`src/rtl/fir_pkg.sv`:
```
// Shared constants and types for the FIR stream sequencer.
package fir_pkg;

  localparam int DATA_W = 16;
  localparam int OUT_W  = 65;
  localparam int ADDR_W = 8;

  typedef enum logic [2:0] {
    IDLE,
    FEED,
    FLUSH,
    DRAIN,
    DONE
  } state_e;

  // Per-input tag: real input, sample comes from RAM, final input of pass.
  typedef struct packed {
    logic valid;
    logic ram;
    logic last;
  } tag_t;

  localparam int TAG_W = $bits(tag_t);

endpackage

```
`src/rtl/fir_tag_pipe.sv`:
```
// Enable-gated shift register carrying per-input tags alongside the filter.
module fir_tag_pipe #(
  parameter int W     = 3,
  parameter int DEPTH = 3
) (
  input  logic         clk,
  input  logic         rst,
  input  logic         en_i,
  input  logic [W-1:0] d_i,
  output logic [W-1:0] head_o,
  output logic [W-1:0] tail_o
);

  logic [W-1:0] stage_q [DEPTH];

  always_ff @(posedge clk) begin
    if (rst) begin
      for (int unsigned i = 0; i < DEPTH; i++) stage_q[i] <= '0;
    end else if (en_i) begin
      stage_q[0] <= d_i;
      for (int unsigned i = 1; i < DEPTH; i++) stage_q[i] <= stage_q[i-1];
    end
  end

  assign head_o = stage_q[0];
  assign tail_o = stage_q[DEPTH-1];

endmodule

```
`src/rtl/fir_stream_ctrl.sv`:
```
// Sequences one FIR pass: RAM samples then zero flush, results on a
// valid/ready stream with the filter stalled under back-pressure.
module fir_stream_ctrl
  import fir_pkg::*;
#(
  parameter int DATA_W      = fir_pkg::DATA_W,
  parameter int OUT_W       = fir_pkg::OUT_W,
  parameter int ADDR_W      = fir_pkg::ADDR_W,
  parameter int NUM_SAMPLES = 200,
  parameter int FLUSH_LEN   = 16,
  parameter int FIR_LAT     = 2
) (
  input  logic              clk,
  input  logic              rst,
  input  logic              start,
  output logic              busy,
  output logic              done,
  output logic              mem_rd_en,
  output logic [ADDR_W-1:0] mem_addr,
  input  logic [DATA_W-1:0] mem_rdata,
  output logic              fir_en,
  output logic [DATA_W-1:0] fir_in,
  input  logic [OUT_W-1:0]  fir_out,
  output logic              res_valid,
  input  logic              res_ready,
  output logic [OUT_W-1:0]  res_data,
  output logic              res_last
);

  localparam int FCW = $clog2(FLUSH_LEN + 2);
  localparam logic [ADDR_W-1:0] LAST_ADDR  = ADDR_W'(NUM_SAMPLES - 1);
  localparam logic [FCW-1:0]    LAST_FLUSH = FCW'((FLUSH_LEN > 0) ? FLUSH_LEN - 1 : 0);

  state_e            state_q, state_d;
  logic              busy_q, busy_d;
  logic              done_q, done_d;
  logic [ADDR_W-1:0] addr_q, addr_d;
  logic [FCW-1:0]    flush_q, flush_d;
  logic              res_valid_q, res_valid_d;
  logic              res_last_q, res_last_d;
  logic [OUT_W-1:0]  res_data_q, res_data_d;

  logic en;
  tag_t tag_in, tag_head, tag_tail;

  assign en = busy_q & ~(res_valid_q & ~res_ready);

  // Head stage doubles as the input tag selecting RAM data vs zero;
  // the tail lines up with fir_out FIR_LAT enabled cycles later.
  fir_tag_pipe #(
    .W     (TAG_W),
    .DEPTH (FIR_LAT + 1)
  ) u_tag_pipe (
    .clk    (clk),
    .rst    (rst),
    .en_i   (en),
    .d_i    (tag_in),
    .head_o (tag_head),
    .tail_o (tag_tail)
  );

  always_comb begin
    state_d = state_q;
    busy_d  = busy_q;
    done_d  = 1'b0;
    addr_d  = addr_q;
    flush_d = flush_q;
    tag_in  = '0;
    case (state_q)
      IDLE: begin
        if (start) begin
          state_d = FEED;
          busy_d  = 1'b1;
          addr_d  = '0;
          flush_d = '0;
        end
      end
      FEED: begin
        if (en) begin
          tag_in.valid = 1'b1;
          tag_in.ram   = 1'b1;
          addr_d       = addr_q + 1'b1;
          if (addr_q == LAST_ADDR) begin
            tag_in.last = (FLUSH_LEN == 0);
            state_d     = (FLUSH_LEN == 0) ? DRAIN : FLUSH;
          end
        end
      end
      FLUSH: begin
        if (en) begin
          tag_in.valid = 1'b1;
          flush_d      = flush_q + 1'b1;
          if (flush_q == LAST_FLUSH) begin
            tag_in.last = 1'b1;
            state_d     = DRAIN;
          end
        end
      end
      DRAIN: begin
        if (res_valid_q && res_ready && res_last_q) state_d = DONE;
      end
      DONE: begin
        state_d = IDLE;
        busy_d  = 1'b0;
        done_d  = 1'b1;
      end
      default: state_d = IDLE;
    endcase
  end

  // Capture may coincide with a handshake: en is high then, so the
  // register is simply overwritten.
  always_comb begin
    res_valid_d = res_valid_q;
    res_last_d  = res_last_q;
    res_data_d  = res_data_q;
    if (en) begin
      res_valid_d = tag_tail.valid;
      res_last_d  = tag_tail.valid & tag_tail.last;
      if (tag_tail.valid) res_data_d = fir_out;
    end
  end

  always_ff @(posedge clk) begin
    if (rst) begin
      state_q     <= IDLE;
      busy_q      <= 1'b0;
      done_q      <= 1'b0;
      addr_q      <= '0;
      flush_q     <= '0;
      res_valid_q <= 1'b0;
      res_last_q  <= 1'b0;
      res_data_q  <= '0;
    end else begin
      state_q     <= state_d;
      busy_q      <= busy_d;
      done_q      <= done_d;
      addr_q      <= addr_d;
      flush_q     <= flush_d;
      res_valid_q <= res_valid_d;
      res_last_q  <= res_last_d;
      res_data_q  <= res_data_d;
    end
  end

  assign busy      = busy_q;
  assign done      = done_q;
  assign fir_en    = en;
  assign mem_rd_en = en & (state_q == FEED);
  assign mem_addr  = addr_q;
  assign fir_in    = tag_head.ram ? mem_rdata : '0;
  assign res_valid = res_valid_q;
  assign res_data  = res_data_q;
  assign res_last  = res_last_q;

endmodule

```
`config.mk`:
```
export PLATFORM = sky130hd
export DESIGN_NAME = fir_stream_ctrl
export DESIGN_NICKNAME = d
export VERILOG_FILES = /design/src/rtl/fir_pkg.sv /design/src/rtl/fir_tag_pipe.sv /design/src/rtl/fir_stream_ctrl.sv
export SDC_FILE = /design/constraint.sdc
export NUM_CORES = 1
export LEC_CHECK = 0
export CORE_ASPECT_RATIO = 0.7
export CORE_MARGIN = 2
export CORE_UTILIZATION = 43
export DETAILED_ROUTE_END_ITERATION = 16
export PLACE_DENSITY = 0.85
export SLEW_MARGIN = 10
export SYNTH_ARGS = -nofsm -noshare
export SYNTH_HDL_FRONTEND = slang
export SYNTH_SLANG_ARGS = --single-unit
```
`constraint.sdc`:
```
create_clock -name clk -period 4.9 [get_ports clk]
set_clock_uncertainty 0.1 [all_clocks]
set_input_delay 0.98 -clock clk [delete_from_list [all_inputs] [get_ports clk]]
set_output_delay 0.98 -clock clk [all_outputs]
set_load 0.05 [all_outputs]
```
Word-level counts from Yosys, hierarchy flattened --
Memories as Yosys holds them, arrays and structs flattened. Index checks and enable logic that the tools add are counted.
Cells by class: equality and inequality tests 12, reductions and logical operators 11, multiplexer cells 31, bitwise gates (word level) 9, $add $sub $neg 2
Operators with widths (number):
- 3-bit two-way mux | 10
- 16-bit two-way mux | 1
- 8-bit two-way mux | 2
- 8-bit one-hot mux with 2 select lines | 1
- 2-bit != test (second input constant) | 6
- 3-bit one-hot mux with 4 select lines | 1
- 1-bit two-way mux | 10
- 5-bit two-way mux | 2
- 5-bit one-hot mux with 2 select lines | 1
- 8-bit by 1-bit adder with 8-bit output (second input constant) | 1
- 8-bit == test (second input constant) | 1
- 3-bit by 2-bit == test with 1-bit output (second input constant) | 2
- 1-bit one-hot mux with 2 select lines | 3
- 3-bit AND reduction | 2
- 6-bit AND reduction | 1
- 2-bit nonzero test | 3
- 5-bit by 1-bit adder with 5-bit output (second input constant) | 1
- 5-bit by 4-bit == test with 1-bit output (second input constant) | 1
- 1-bit bitwise AND | 4
- 2-bit AND reduction | 2
- 3-bit by 1-bit == test with 1-bit output (second input constant) | 1
- 3-bit == test (second input constant) | 1
- 3-bit logical NOT | 1
- 1-bit bitwise OR | 3
- other kinds (2) | 4
Word-level totals: logic and storage cells 74, memories kept 1, bits in writable memories 9, bits in registers 85
Memory list:
- u_tag_pipe.stage_q | depth 3, width 3, read ports 3, clocked after Yosys merged registers in 0, write ports 3, line fir_tag_pipe.sv:14 | logic [W-1:0] stage_q [DEPTH];

Longest topological paths before layout --
Gate-level depths: netlist of the first run.
depth after elaboration 8, depth in mapped cells 7, gate-level depth less buffers 7

Modules after synthesis --
A second synthesis of the first run with hierarchy kept.
Second synthesis, totals: cells, all modules 443, area, all modules 3752.3 um2
Modules (own cells, without submodules):
- fir_stream_ctrl | seq. area each 1701.6 um2, cells an instance 418, area each 3352.0 um2, instances 1
- fir_tag_pipe | seq. area each 270.3 um2, cells an instance 25, area each 400.4 um2, instances 1

Worst setup path after synthesis of the first run --
OpenSTA, ideal clock, no wires.
kind input-to-output, from input port res_ready, to output port fir_en, required time 3.820 ns, stages 3, arrival 1.745 ns, setup slack 2.075 ns, path buffers 0, cell sequence nand2b_1 > nand2_1 > inv_1
Between the ends: cells in the longest elaborated chain, start to end 4
RTL lines:
- start, declared | line fir_stream_ctrl.sv:25 | input logic res_ready,
- 1-bit inverter | line fir_stream_ctrl.sv:46 | assign en = busy_q & ~(res_valid_q & ~res_ready);
- 1-bit bitwise AND | line fir_stream_ctrl.sv:46
- 1-bit inverter | line fir_stream_ctrl.sv:46
- 1-bit bitwise AND | line fir_stream_ctrl.sv:46
- end, declared | line fir_stream_ctrl.sv:21 | output logic fir_en,
No other way between the ends.

Worst setup path after layout of the first run --
Ends and elaborated chain as after synthesis.

==> results of run 1 <==
Yosys cell counts:
cell	number	share of area [%]
a211oi_1	1	0.21
a21oi_1	82	11
a31oi_1	2	0.35
a32o_1	1	0.28
and2_1	16	2.8
and2b_1	1	0.21
and3_1	7	1.2
buf_2	10	1.4
buf_6	3	0.93
clkbuf_1	17	1.8
dfxtp_1	85	47
edfxtp_1	7	5.8
ha_1	3	1.0
inv_1	8	0.83
mux2i_1	1	0.28
nand2_1	137	14
nand2b_1	2	0.35
nand3_1	7	0.97
nand4_1	5	0.86
nand4b_1	1	0.24
nor2_1	4	0.41
nor2_4	1	0.31
nor2b_1	2	0.35
nor3b_1	2	0.41
nor4_1	2	0.35
nor4b_1	1	0.24
o211ai_1	2	0.41
o21ai_0	7	0.97
o31ai_1	7	1.4
o32ai_1	1	0.24
o41ai_1	1	0.24
or2_1	2	0.35
or2_2	1	0.17
or3_1	2	0.35
or4_1	8	1.7
xnor2_1	1	0.24
layer usage:
layer | global-route usage [%] | wire length, um
met2 | 37.2 | 5030
met3 | 7.46 | 979
met4 | 8.90 | 264
met1 | 28.9 | 4510
met5 | 0 | 0
registers in the layout, indices dropped and copies added, names as in the netlist:
register	flops
busy	1
done	1
flush_q	5
mem_addr	8
res_data	65
res_last	1
res_valid	1
state_q	3
u_tag_pipe.stage_q	7
tightest hold or removal path, cell delays in order, from the launching register on:
cell,delay [ns]
dfxtp_1,0.30
nand2_1,0.05
a21oi_1,0.05
power by group:
part	leakage (nW)	switching [W]	total [W]	internal (W)
Sequential	0.763	0.0000432	0.000850	0.000807
Clock	0.171	0.000285	0.000808	0.000523
Combinational	1.07	0.000348	0.000552	0.000204
Total	2.00	0.000676	0.00221	0.00153
kinds of logic after synthesis:
logic type / count (synthesis)
adders and majority gates: 3
DFF: 92
AOI/OAI and AO/OA: 104
xor gates and xnor gates: 1
and+or+nand+nor: 201
muxes: 1
buffers and inverters: 38
stage by stage:
| stage | setup WS, ns | cell area [sq um] |
|---|---|---|
| after detailed placement | 0.819 | 5410 |
| after floorplan | 2.08 | 3630 |
| after global routing | 0.709 | 5780 |
| final | 0.793 | 5780 |
| after CTS | 0.813 | 5780 |
| after global placement | 0.877 | 5410 |
path summary, 6_finish.rpt:
kind,from,slack (ns),depth (start not counted),endpoint
worst max-delay path,res_ready,0.79,5,fir_en
worst min-delay path,res_data[32]$_SDFFE_PP0P_,0.35,2,res_data[32]$_SDFFE_PP0P_
worst max register to register,res_valid$_SDFFE_PP0N_,2.76,4,res_data[48]$_SDFFE_PP0P_
worst min register to register,res_data[32]$_SDFFE_PP0P_,0.35,2,res_data[32]$_SDFFE_PP0P_
final cells by class:
class	count	area share, %
tap	101	2.19
timing repair buffer	181	31.2
clock buffer	12	5.00
sequential	92	33.1
clock inverter	4	1.30
multi-input combinational	310	26.7
inverter	8	0.520
==> results by group, run 1 <==
Outcome
  – Status: completed

Critical path
  – Crit-path cells: clkdlybuf4s50_1 -> nand2b_1 -> nand2_1 -> inv_1 -> clkdlybuf4s50_1
  – CP Capture Type: output pin
  – Critical path buffers and inverters: 3
  – Crit-path slowest cell: clkdlybuf4s50_1
  – Most Frequent Cell on Critical Path: clkdlybuf4s50_1
  – Slowest Stage Delay on Critical Path: 0.85 ns
  – CP max FO: 8
  – Critical Path RT: 3.82 ns
  – Worst path top cell family by delay: buffers and inverters
  – Setup crit start kind: input port
  – Arrival time at the worst endpoint: 3.03 ns
  – Critical path class: in2out

Placed design
  – Port bufs: 179
  – GPL Wtd Cong: 0.853
  – Cell total after placement: 692
  – Hpwl dp: 7820 um

Logic synthesis
  – Largest family of logic cells by synthesized area: simple AND/OR/NAND/NOR gates
  – Syn Area/Cell: 8.24 sq um
  – Mapped cell area: 0.00363 sq mm
  – Post-synthesis sequential area ratio: 52.7%
  – Synth Area in Compound Gates: 15.5%
  – Mux contribution to synthesized area: 0.276%
  – Syn nets: 528
  – Netlist cell types: 36
  – Adder-Cell Fraction of Synth Area: 1.04%
  – #FFs+latches synth: 92
  – Post-Synth XOR/XNOR Area: 0.242%
  – Gate Count Post-Synth: 440
  – Post-synthesis simple-gate area fraction: 25.4%
  – Synth warnings: 0

STA
  – Final Max Slew Viols: 0
  – Max transition margin: 20.9%
  – Final Cycle Share: 83.8%
  – Max Freq: 0.244 GHz
  – WHS: 0.352 ns
  – Setup violations, final: 0
  – RSZ-0062 raised after global routing: false
  – Worst Tran Pin Value: 1.19 ns
  – Setup TNS: 0 ns
  – Fin crit period: 4.11 ns
  – Hold Violations, Final: 0

Floorplan
  – Cell Rows: 27
  – Initial Util: 45.3%
  – Die height: 80.8 um
  – Core Box Area: 0.00801 sq mm
  – Width of the die: 114 um
  – Die ar.: 0.00919 sq mm
  – Boundary Pins: 180

Routing
  – DR iter-0 viols: 247
  – Routed Antenna Nets: 0
  – Via Count: 3697
  – Vias per cell: 5.22
  – Drt pass-1 iters: 8
  – Routed wire length per instance: 15.2 um
  – Drc violations: 0
  – Routed WL: 10800 um

Clocking
  – Total setup buffers inserted after CTS: 0
  – Cts bufs inserted: 9
  – Clk_lat worst skew: 0.33 ns
  – Clock H-tree levels: 3
  – Post-CTS sizing: 0
  – Root Driver: clkbuf_16
  – Worst-case clock buffer depth: 2
  – CTS tree: yes
  – CTS clock-pin slew for the worst setup and hold paths: 0.06 ns
  – Clk sinks: 92
  – Hold_buf cts: 0

Global route
  – GRT Resource Usage Total: 23.0%
  – Gr ovfl total: 0
  – Vias in the first global route: 3403
  – First-pass GRT wire length: 16700 um
  – Largest net degree at the start of global routing: 67
  – Initial antenna violation count: 0

Finish
  – Final Util: 72.2%
  – Non-filler cells, final: 708
  – Antenna Cells: 0
  – Layout cell share with drive strength beyond 1: 3.79%
  – Commonest non-fill, non-tap cells in the layout: clkdlybuf4s50_1, nand2_1, dfxtp_1
  – Final net count: 690
  – Reg area: 0.00191 sq mm
  – Fillers: 615
  – Commonest non-fill, non-tap cell in the layout: clkdlybuf4s50_1
  – Multi-input combinational cell area: 0.00154 sq mm
  – P&R area growth vs syn: 59.3%

Run
  – MaxCap Viol Count: 0

Power
  – Pwr Total: 0.00221 W
  – Lkg Pwr: 2.00 nW
  – Worst VDD drop: 0.268 mV
  – Pwr Density: 383 mW/mm^2

Worst hold path
  – Hold/Removal Path Class: reg2reg
Power figures use the tool's default switching activity.
==> run 2, diff against run 1 <==
- CORE_UTILIZATION: 43 -> 40
- PLACE_DENSITY: 0.85 -> 0.8
- clock period: 4.9 -> 4.2 ns (I/O delays scaled with it)
==> results by group, run 2 (synthesis gave the netlist of run 1 again) <==
Finish
  – Commonest non-fill, non-tap cell in the layout: clkdlybuf4s50_1
  – P&R area growth vs syn: 58.7%
  – Final net count: 692
  – Final Util: 64.5%
  – Number of flip-flops in the largest register: 65
  – Antenna Cells: 0
  – Layout cell share with drive strength beyond 1: 4.11%
  – Commonest non-fill, non-tap cells in the layout: clkdlybuf4s50_1, nand2_1, dfxtp_1

Global route
  – First-pass GRT wire length: 17000 um
  – Gr ovfl total: 0
  – Largest net degree at the start of global routing: 56
  – GRT Resource Usage Total: 21.4%
  – Initial antenna violation count: 0
  – Vias in the first global route: 3338

Power
  – Lkg Pwr: 1.98 nW
  – Pwr Density: 421 mW/mm^2
  – Worst VDD drop: 0.334 mV

Placed design
  – GPL Wtd Cong: 0.823
  – Hpwl dp: 7830 um
  – Port bufs: 179
  – Pre-CTS setup slack: 0.424 ns

Critical path
  – Critical path buffers and inverters: 3
  – Arrival time at the worst endpoint: 2.85 ns
  – Critical Path RT: 3.26 ns
  – R2r setup slk: 2.18 ns
  – Crit-path slowest cell: clkdlybuf4s50_1
  – Setup crit start kind: input port
  – Crit-path cells: clkdlybuf4s50_1 -> nand2b_1 -> nand2_1 -> inv_1 -> clkdlybuf4s50_1
  – Most Frequent Cell on Critical Path: clkdlybuf4s50_1
  – Slowest Stage Delay on Critical Path: 0.84 ns
  – Critical path class: in2out
  – Worst path top cell family by delay: buffers and inverters
  – CP Capture Type: output pin
  – CP max FO: 8

Clocking
  – Clk sinks: 92
  – Post-CTS sizing: 0
  – Hold_buf cts: 0
  – Worst-case clock buffer depth: 2
  – CTS clock-pin slew for the worst setup and hold paths: 0.06 ns
  – Total setup buffers inserted after CTS: 0
  – Clk_lat worst skew: 0.33 ns
  – Root Driver: clkbuf_16
  – CTS tree: yes
  – Cts bufs inserted: 9
  – Clock H-tree levels: 3

Routing
  – Routed Antenna Nets: 0
  – Routed wire length per instance: 14.6 um
  – Drc violations: 0
  – DR iter-0 viols: 174
  – Via Count: 3606
  – Vias per cell: 4.92
  – Routed WL: 10700 um
  – Drt pass-1 iters: 4

Run
  – MaxCap Viol Count: 0

Floorplan
  – Core Box Area: 0.00893 sq mm
  – Initial Util: 40.6%
  – Boundary Pins: 180
  – Die height: 83.7 um
  – Width of the die: 118 um
  – Cell Rows: 29
  – Die ar.: 0.00985 sq mm

STA
  – Hold Violations, Final: 0
  – Setup ws final: 0.409 ns
  – Final Max Slew Viols: 0
  – Setup TNS: 0 ns
  – RSZ-0062 raised after global routing: false
  – Setup violations, final: 0
  – Fin crit period: 3.79 ns
  – Worst Tran Pin Value: 1.03 ns
  – Final Cycle Share: 90.3%
  – Max transition margin: 31.2%
  – Max Freq: 0.264 GHz

Worst hold path
  – Hold/Removal Path Class: reg2reg

Outcome
  – Status: completed
-- run 2: changes by cell type in the layout (fill, tap and decap cells not counted), sizes merged --
cell / previous run / this run
bufinv: 2 / 0
inv: 8 / 10
buf: 3 / 5
-- run 2: routing by layer --
| metal | GRT usage [%] | vias up | share of wire (%) |
|---|---|---|---|
| li1 | - | 1807 | - |
| met1 | 26.5 | 1658 | 44 |
| met2 | 36.0 | 130 | 48 |
| met3 | 6.83 | 11 | 6.8 |
| met4 | 6.35 | 0 | 1.2 |
| met5 | 0 | - | 0 |
-- run 2: stage by stage --
step	instance area (sq um)	total power, W	hold WS (ns)	std cells
2_1_floorplan	3630	0.00142	0.348	440
3_3_place_gp	5460	0.00164	0.341	717
3_5_place_dp	5460	0.00165	0.346	717
4_1_cts	5750	0.00244	0.354	733
5_1_grt	5750	0.00253	0.365	733
6_report	5750	0.00242	0.353	733
-- run 2: cell type report --
cell class / count / area [sq um]
clock buffer: 12 / 267
inverter: 8 / 30.0
multi-input combinational: 310 / 1540
clock inverter: 4 / 30.0
timing repair buffer: 183 / 1820
sequential: 92 / 1910
fill: 776 / 3170
tap: 124 / 155
-- run 2: final timing paths --
path / start / endpoint / cells past startpoint
max reg2reg: res_valid$_SDFFE_PP0N_ / res_data[38]$_SDFFE_PP0P_ / 5
max: res_ready / fir_en / 5
min: res_data[10]$_SDFFE_PP0P_ / res_data[10]$_SDFFE_PP0P_ / 2
min reg2reg: res_data[10]$_SDFFE_PP0P_ / res_data[10]$_SDFFE_PP0P_ / 2
-- run 2: tightest hold or removal path: stages (launching register included) --
cell and delay (ns):
dfxtp_1 0.31, nand2_1 0.05, a21oi_1 0.05
-- run 2: power breakdown --
group	switching [W]	internal (W)	total [W]	leakage [nW]
combinational	0.000405	0.000239	0.000644	1.08
clock	0.000332	0.000452	0.000784	0.142
sequential	0.0000493	0.000942	0.000991	0.763
==> run 3, diff against run 2 <==
- MAX_ROUTING_LAYER: not set -> met4
==> results by group, run 3 (synthesis gave the netlist of run 1 again) <==
Outcome
  – Status: completed

Finish
  – Commonest non-fill, non-tap cells in the layout: clkdlybuf4s50_1, nand2_1, dfxtp_1
  – P&R area growth vs syn: 58.7%
  – Antenna Cells: 0
  – Final instance area: 0.00575 sq mm
  – Reg area: 0.00191 sq mm
  – Multi-input combinational cell area: 0.00154 sq mm
  – Final net count: 692
  – Number of flip-flops in the largest register: 65
  – Fillers: 776
  – Commonest non-fill, non-tap cell in the layout: clkdlybuf4s50_1
  – Layout cell share with drive strength beyond 1: 4.11%

Placed design
  – Cell Area, Placed: 0.00546 sq mm
  – GPL Wtd Cong: 0.835
  – Port bufs: 179
  – Hpwl dp: 7830 um

Routing
  – Vias per cell: 4.91
  – Via Count: 3598
  – Drt pass-1 iters: 5
  – DR iter-0 viols: 180
  – Routed WL: 10700 um
  – Routed wire length per instance: 14.5 um
  – Routed Antenna Nets: 0
  – Drc violations: 0

Clocking
  – Clk sinks: 92
  – Root Driver: clkbuf_16
  – CTS tree: yes
  – Post-CTS sizing: 0
  – Hold_buf cts: 0
  – Worst-case clock buffer depth: 2
  – CTS clock-pin slew for the worst setup and hold paths: 0.06 ns
  – Clock H-tree levels: 3
  – Cts bufs inserted: 9
  – Clk_lat worst skew: 0.33 ns
  – Total setup buffers inserted after CTS: 0

Worst hold path
  – Hold/Removal Path Class: reg2reg

Critical path
  – CP max FO: 8
  – CP Capture Type: output pin
  – Arrival time at the worst endpoint: 2.85 ns
  – Slowest Stage Delay on Critical Path: 0.84 ns
  – Critical Path RT: 3.26 ns
  – Crit-path slowest cell: clkdlybuf4s50_1
  – Most Frequent Cell on Critical Path: clkdlybuf4s50_1
  – Setup crit start kind: input port
  – Crit-path cells: clkdlybuf4s50_1 -> nand2b_1 -> nand2_1 -> inv_1 -> clkdlybuf4s50_1
  – Critical path class: in2out

Global route
  – Vias in the first global route: 3347
  – Initial antenna violation count: 0
  – Largest net degree at the start of global routing: 56
  – First-pass GRT wire length: 16900 um
  – GRT Resource Usage Total: 22.1%
  – Gr ovfl total: 0

Floorplan
  – Core Box Area: 0.00893 sq mm
  – Initial Util: 40.6%
  – Die height: 83.7 um
  – Cell Rows: 29
  – Width of the die: 118 um
  – Boundary Pins: 180
  – Die ar.: 0.00985 sq mm

STA
  – Final Cycle Share: 90.2%
  – Max Freq: 0.264 GHz
  – RSZ-0062 raised after global routing: false
  – Worst Tran Pin Value: 0.997 ns
  – Final Max Slew Viols: 0
  – Hold Violations, Final: 0
  – Fin crit period: 3.79 ns
  – Setup violations, final: 0
  – Max transition margin: 33.2%
  – Setup TNS: 0 ns

Power
  – Pwr Density: 421 mW/mm^2
  – Lkg Pwr: 1.98 nW
  – Worst VDD drop: 0.331 mV

Run
  – MaxCap Viol Count: 0
==> run 3: cell counts in the layout (fill, tap and decap cells not counted) <==
Identical to the previous run, type by type.
==> run 3: final cells by class <==
type | count | share of cell area (%)
sequential | 92 | 33.2
multi-input combinational | 310 | 26.8
clock inverter | 4 | 0.522
clock buffer | 12 | 4.63
tap | 124 | 2.70
timing repair buffer | 183 | 31.6
inverter | 8 | 0.522
==> run 3: path summary, 6_finish.rpt <==
| kind | slack [ns] | cells past startpoint | start | to |
|---|---|---|---|---|
| hold / removal | 0.35 | 2 | res_data[10]$_SDFFE_PP0P_ | res_data[10]$_SDFFE_PP0P_ |
| setup / recovery | 0.41 | 5 | res_ready | fir_en |
| setup reg to reg | 2.17 | 5 | res_valid$_SDFFE_PP0N_ | res_data[38]$_SDFFE_PP0P_ |
| hold reg to reg | 0.35 | 2 | res_data[10]$_SDFFE_PP0P_ | res_data[10]$_SDFFE_PP0P_ |
==> run 3: report_power, final <==
group / switching, W / internal [W]
Sequential: 0.0000493 / 0.000942
Combinational: 0.000405 / 0.000239
Clock: 0.000333 / 0.000452
==> run 3: per-layer routing <==
| layer | track usage [%] | wire length, um | up-vias |
|---|---|---|---|
| met5 | - | 0 | - |
| met1 | 26.5 | 4750 | 1654 |
| li1 | - | - | 1811 |
| met4 | 6.35 | 138 | 0 |
| met3 | 6.56 | 685 | 12 |
| met2 | 36.1 | 5090 | 121 |
==> run 3: metrics by stage <==
step	std cells	hold slack [ns]	util [%]	setup WS [ns]	power, W
finish	733	0.353	64.5	0.412	0.00242
global route	733	0.365	64.5	0.277	0.00253
CTS	733	0.354	64.5	0.423	0.00244
detailed placement	717	0.346	61.1	0.424	0.00165
global placement	717	0.341	61.1	0.461	0.00164
floorplan	440	0.348	-	1.66	0.00142
==> run 3: critical path, delay by kind of cell <==
| family | cells | cell delay, ns |
|---|---|---|
| AND/OR/NAND/NOR | 2 | 0.45 |
| buffers and inverters | 3 | 1.55 |
